<file path="src/rtl/ps2_key_decoder.sv">
// ps2_key_decoder: PS/2 keyboard front end.
//   Synchronises raw keyclk/keyinput, deframes 11-bit PS/2 frames,
//   tracks E0 (extended) / F0 (break) prefixes, reports each scan code
//   and holds make/break level flags for the four extended arrow keys.
// Optional feature macro: PS2_PARITY_CHK_EN
//   defined   -> odd parity is checked; a bad parity drops the byte and pulses frame_err
//   undefined -> the parity bit is clocked past and ignored
module ps2_key_decoder #(
  parameter int SYNC_STAGES = 2,
  parameter int TIMEOUT_CYC = 50000,
  parameter int TO_W        = 16
) (
  input  logic       clk,
  input  logic       rst,
  input  logic       keyclk,
  input  logic       keyinput,
  output logic [7:0] scan_code,
  output logic       code_valid,
  output logic       is_ext,
  output logic       is_break,
  output logic       kup,
  output logic       kdown,
  output logic       kleft,
  output logic       kright,
  output logic       frame_err
);

  localparam logic [1:0] S_IDLE   = 2'd0;
  localparam logic [1:0] S_DATA   = 2'd1;
  localparam logic [1:0] S_PARITY = 2'd2;
  localparam logic [1:0] S_STOP   = 2'd3;

  localparam logic [TO_W-1:0] TO_LAST = TO_W'(TIMEOUT_CYC - 1);

  logic [SYNC_STAGES-1:0] r_kclk_sync;
  logic [SYNC_STAGES-1:0] r_kdat_sync;
  logic                   r_kclk_prev;
  logic [1:0]             r_state;
  logic [2:0]             r_cnt;
  logic [7:0]             r_shift;
  logic [TO_W-1:0]        r_to_cnt;
  logic                   r_acc_vld;
  logic [7:0]             r_acc_byte;
  logic                   r_ext_pf;
  logic                   r_brk_pf;

  logic w_fall;
  logic w_bit;
  logic w_timeout;
  logic w_par_ok;

  assign w_fall    = r_kclk_prev & ~r_kclk_sync[SYNC_STAGES-1];
  assign w_bit     = r_kdat_sync[SYNC_STAGES-1];
  assign w_timeout = (r_state != S_IDLE) && !w_fall && (r_to_cnt == TO_LAST);

`ifdef PS2_PARITY_CHK_EN
  logic r_par;
  // Odd parity: data bits XOR parity bit must be 1.
  assign w_par_ok = ^{r_shift, r_par};

  // Capture the parity bit when its falling edge arrives.
  always_ff @(posedge clk or negedge rst) begin
    if (!rst)                                r_par <= 1'b0;
    else if (w_fall && r_state == S_PARITY)  r_par <= w_bit;
  end
`else
  assign w_par_ok = 1'b1;
`endif

  // Synchronisers; idle PS/2 lines are high, so reset to 1 to avoid a false fall.
  always_ff @(posedge clk or negedge rst) begin
    if (!rst) begin
      r_kclk_sync <= '1;
      r_kdat_sync <= '1;
      r_kclk_prev <= 1'b1;
    end else begin
      r_kclk_sync <= {r_kclk_sync[SYNC_STAGES-2:0], keyclk};
      r_kdat_sync <= {r_kdat_sync[SYNC_STAGES-2:0], keyinput};
      r_kclk_prev <= r_kclk_sync[SYNC_STAGES-1];
    end
  end

  // Frame FSM: advances on keyclk falls, aborts a stalled frame on timeout.
  always_ff @(posedge clk or negedge rst) begin
    if (!rst) begin
      r_state    <= S_IDLE;
      r_cnt      <= '0;
      r_shift    <= '0;
      r_to_cnt   <= '0;
      r_acc_vld  <= 1'b0;
      r_acc_byte <= '0;
      frame_err  <= 1'b0;
    end else begin
      r_acc_vld <= 1'b0;
      frame_err <= 1'b0;
      if (w_timeout) begin
        r_state   <= S_IDLE;
        r_to_cnt  <= '0;
        frame_err <= 1'b1;
      end else if (w_fall) begin
        r_to_cnt <= '0;
        case (r_state)
          S_IDLE: begin
            // A high bit here is a spurious edge, not a start bit.
            if (!w_bit) begin
              r_state <= S_DATA;
              r_cnt   <= '0;
            end
          end
          S_DATA: begin
            r_shift <= {w_bit, r_shift[7:1]};
            r_cnt   <= r_cnt + 3'd1;
            if (r_cnt == 3'd7) r_state <= S_PARITY;
          end
          S_PARITY: r_state <= S_STOP;
          default: begin
            if (w_bit && w_par_ok) begin
              r_acc_vld  <= 1'b1;
              r_acc_byte <= r_shift;
            end else begin
              frame_err <= 1'b1;
            end
            r_state <= S_IDLE;
          end
        endcase
      end else if (r_state != S_IDLE) begin
        r_to_cnt <= r_to_cnt + TO_W'(1);
      end
    end
  end

  // Byte decode: prefixes latch, other bytes publish a code and update arrow levels.
  always_ff @(posedge clk or negedge rst) begin
    if (!rst) begin
      r_ext_pf   <= 1'b0;
      r_brk_pf   <= 1'b0;
      scan_code  <= '0;
      code_valid <= 1'b0;
      is_ext     <= 1'b0;
      is_break   <= 1'b0;
      kup        <= 1'b0;
      kdown      <= 1'b0;
      kleft      <= 1'b0;
      kright     <= 1'b0;
    end else begin
      code_valid <= 1'b0;
      if (w_timeout) begin
        r_ext_pf <= 1'b0;
        r_brk_pf <= 1'b0;
      end else if (r_acc_vld) begin
        if (r_acc_byte == 8'hE0) begin
          r_ext_pf <= 1'b1;
        end else if (r_acc_byte == 8'hF0) begin
          r_brk_pf <= 1'b1;
        end else begin
          scan_code  <= r_acc_byte;
          is_ext     <= r_ext_pf;
          is_break   <= r_brk_pf;
          code_valid <= 1'b1;
          r_ext_pf   <= 1'b0;
          r_brk_pf   <= 1'b0;
          // Keypad (non-extended) variants of these codes leave the arrows alone.
          if (r_ext_pf) begin
            case (r_acc_byte)
              8'h75:   kup    <= ~r_brk_pf;
              8'h72:   kdown  <= ~r_brk_pf;
              8'h6B:   kleft  <= ~r_brk_pf;
              8'h74:   kright <= ~r_brk_pf;
              default: ;
            endcase
          end
        end
      end
    end
  end

endmodule

</file>
<file path="config.mk">
export PLATFORM = sky130hd
export DESIGN_NAME = ps2_key_decoder
export DESIGN_NICKNAME = d
export VERILOG_FILES = /design/src/rtl/ps2_key_decoder.sv
export SDC_FILE = /design/constraint.sdc
export NUM_CORES = 1
export LEC_CHECK = 0
export ABC_CLOCK_PERIOD_IN_PS = 2700
export BUFFER_PORTS_ARGS = -buffer_cell sky130_fd_sc_hd__buf_4
export CORE_ASPECT_RATIO = 1.5
export CORE_UTILIZATION = 49
export CTS_BUF_LIST = sky130_fd_sc_hd__clkbuf_8 sky130_fd_sc_hd__clkbuf_16
export CTS_CLUSTER_SIZE = 16
export DETAILED_ROUTE_END_ITERATION = 7
export PLACE_DENSITY = 0.73
export SETUP_SLACK_MARGIN = 0.02
export SYNTH_ARGS = -nofsm -noshare
export SYNTH_HDL_FRONTEND = slang
export SYNTH_SLANG_ARGS = --single-unit
</file>
<file path="constraint.sdc">
create_clock -name clk -period 2.7 [get_ports clk]
set_input_delay 0.135 -clock clk [delete_from_list [all_inputs] [get_ports clk]]
set_output_delay 0.135 -clock clk [all_outputs]
set_load 0.02 [all_outputs]
</file>
==> metrics <==
status finished, final reports clean; max_slew headroom ~48%; Vias/cell about 5.8; RSZ-0062 raised after global routing no; cell count after synthesis roughly 250; CTS root buf clkbuf_8; post-route cell area 3350 µm²; largest net degree at the start of global routing 62; clk sinks approximately 60; Setup Skew between 0.015 and 0.02 ns; Routed WL per cell between 15 and 20 µm; Cell Rows 34; Final WS setup about 0.31 ns; placed cell areas 3130 µm²; CTS buffer count 9; final hold vios 0; Lkg Pwr ~1.6 nW; complex-gate fraction of the synthesized area 10.4%; Via Count ~2000; register area share after synthesis between 50 and 60%; WHS 0.354 ns; GR Overflow Total 0; Post-synth EDFFs 0; fin nets 284; largest family of logic cells by synthesized area simple AND/OR/NAND/NOR gates; GPL Wtd Cong between 0.8 and 0.9; pre-CTS WS about 0.33 ns; Worst-Skew Late Latency between 0.3 and 0.4 ns; fin. max-slew vios 0; Layout Cells excl Fill 350; Post-synth top flop dfrtp_1; post-synth top area share 48.0%; vias in the first global route approximately 2100; Startpoint Class flop; Worst setup EP type flop; crit path kind reg -> reg; global-route wire length before repair around 9900 µm; HPWL after DPL between 3000 and 4000 µm; die area approximately 6300 µm²; Yosys top cell by area dfrtp_1; xor/xnor share of the synthesized area under 10%; netlist area before placement 2920 µm²; total of max-cap violations 0; DRC Markers 0; post_cts resized 0; Port Buffers 19; period utilization 88.4%; Die W approximately 65 µm; Critical Path Fanout Max 5; placed cells ~330; layout cells sized above 1 around a quarter; commonest cells in the synthesized netlist 56 x dfrtp_1, 17 x mux2_2, 14 x nand2_1, 12 x inv_1, 12 x o21ai_0; Area Overhead vs Synth 14.7%; final setup TNS 0 ns; Routed WL between 5000 and 6000 µm; worst reg2reg path depth 6; fmax between 400 and 500 MHz; drt first pass iters 4; io pins 20; post-CTS repair timing setup buffer count 0; endpoints failing setup 0; power per cell area roughly 760 nW/µm²; Slew @ Worst Pin 0.786 ns; Peak VDD IR 0.518 mV; Period minus WS final ~2.4 ns; DR iter-0 viols around 170; Syn Area/Cell 11.9 µm²; leading cell type by number of instances after synthesis dfrtp_1; yosys warns 0; WP data required about 2.9 ns; Yosys cell types 48; Antenna Cells 0; clock-pin slew of the registers on the worst-case setup and hold paths approximately 0.070 ns; initial antenna violation count 0; ys async rst share 100%; mux cell area share after synthesis between 10% and 20%; Total GRT Usage around a fifth; CTS tree yes; Post-Syn Nets roughly 260; ANT nets after route 0; die boundary height just under 100 µm; Critical Path AT roughly 2.6 ns; post-synthesis simple-gate area fraction between 10% and 20%; number of synthesized register bits between 60 and 70; core area between 5000 and 6000 µm²; H-tree levels 3; adder-cell area share of the yosys netlist 3.00%; Worst Hold Class reg -> reg; Hold Path Depth 0; Max clock buf depth 2; Starting Density approximately half; Synth area leaders dfrtp_1 48%, mux2_2 6.6%, mux2_4 4.6%, dfstp_2 4.5%, ha_1 3.0%
repair_timing:
item	CTS	global route
hold buffers	3	0
setup endpoints to repair	0	0
endpoints found under the hold margin	58	0
routing by layer:
metal	part of all wire, %	track usage (%)	routed length [µm]	up-vias
li1	-	-	-	950
met3	2.8	6.69	161	8
met4	1.9	9.60	110	0
met2	53	36.6	3060	32
met1	43	24.3	2470	1023
met5	0	0	0	-
area by class of cell:
type	count	area [µm²]
Sequential cell	61	1530
Clock buffer	10	138
Timing Repair Buffer	26	203
Tap cell	72	90.1
Fill cell	501	2430
Clock inverter	6	50.0
Inverter	12	45.0
Multi-Input combinational cell	163	1290
per-stage QoR:
| stage | power [mW] | utilization (%) |
|---|---|---|
| 2_1_floorplan | 1.61 | - |
| 3_3_place_gp | 1.77 | 54.2 |
| 3_5_place_dp | 1.80 | 54.2 |
| 4_1_cts | 2.58 | 57.9 |
| 5_1_grt | 2.70 | 57.9 |
| 6_report | 2.56 | 57.9 |
final timing paths:
kind | start | slack [ns] | end
worst max-delay path | r_state[0] | 0.31 | kleft
worst min-delay path | r_kdat_sync[0] | 0.35 | r_kdat_sync[1]
worst max register to register | r_state[0] | 0.31 | kleft
worst min register to register | r_kdat_sync[0] | 0.35 | r_kdat_sync[1]
max in group asynchronous | rst | 1.78 | r_shift[7]
min in group asynchronous | rst | 0.42 | r_to_cnt[13]
flip-flops by register name, summed over array words and instances, names as in the netlist, 2 cells and up:
signal and flops:
r_shift 8, r_kdat_sync 2, r_state 2, r_kclk_sync 2, scan_code 8, r_to_cnt 16, r_cnt 3, r_acc_byte 8
power breakdown:
group	switching (mW)	internal, mW	total [mW]
Combinational	0.295	0.269	0.564
Sequential	0.156	1.07	1.22
Clock	0.335	0.437	0.771
kinds of logic (layout without fill, tap and decap cells):
family | count (synthesis) | after routing
simple gates | 73 | 73
fa+ha+maj | 7 | 7
compound gates | 43 | 43
buf+inv | 21 | 54
xor+xnor | 7 | 7
mux | 33 | 33
flops | 61 | 61
critical path: stages, from the launching register on:
cell,delay [ns]
dfrtp_1,0.42
inv_1,0.08
ha_1,0.21
or4b_1,0.66
nor4_1,0.49
a2111oi_0,0.25
mux2i_1,0.15
placed cells by master, fill, tap and decap left out, types with 3 or more instances in the layout:
master         instances
ha_1                   7
o21ai_0               12
mux2_4                 9
a211oi_1               3
nand4b_1               3
dfstp_2                5
nand3_1                8
inv_1                 16
nand4_1                6
or3_1                  4
clkbuf_8              10
nor2b_1                4
and4_1                 3
mux2i_1                6
nor2_1                11
buf_4                 23
xnor2_1                5
o21ai_1                3
a2111oi_0              3
dlygate4sd3_1          3
a21oi_1               10
nand2_1               14
mux2_2                17
dfrtp_1               56
a22o_1                 3
Note: power is estimated with default switching activity, not from simulation.
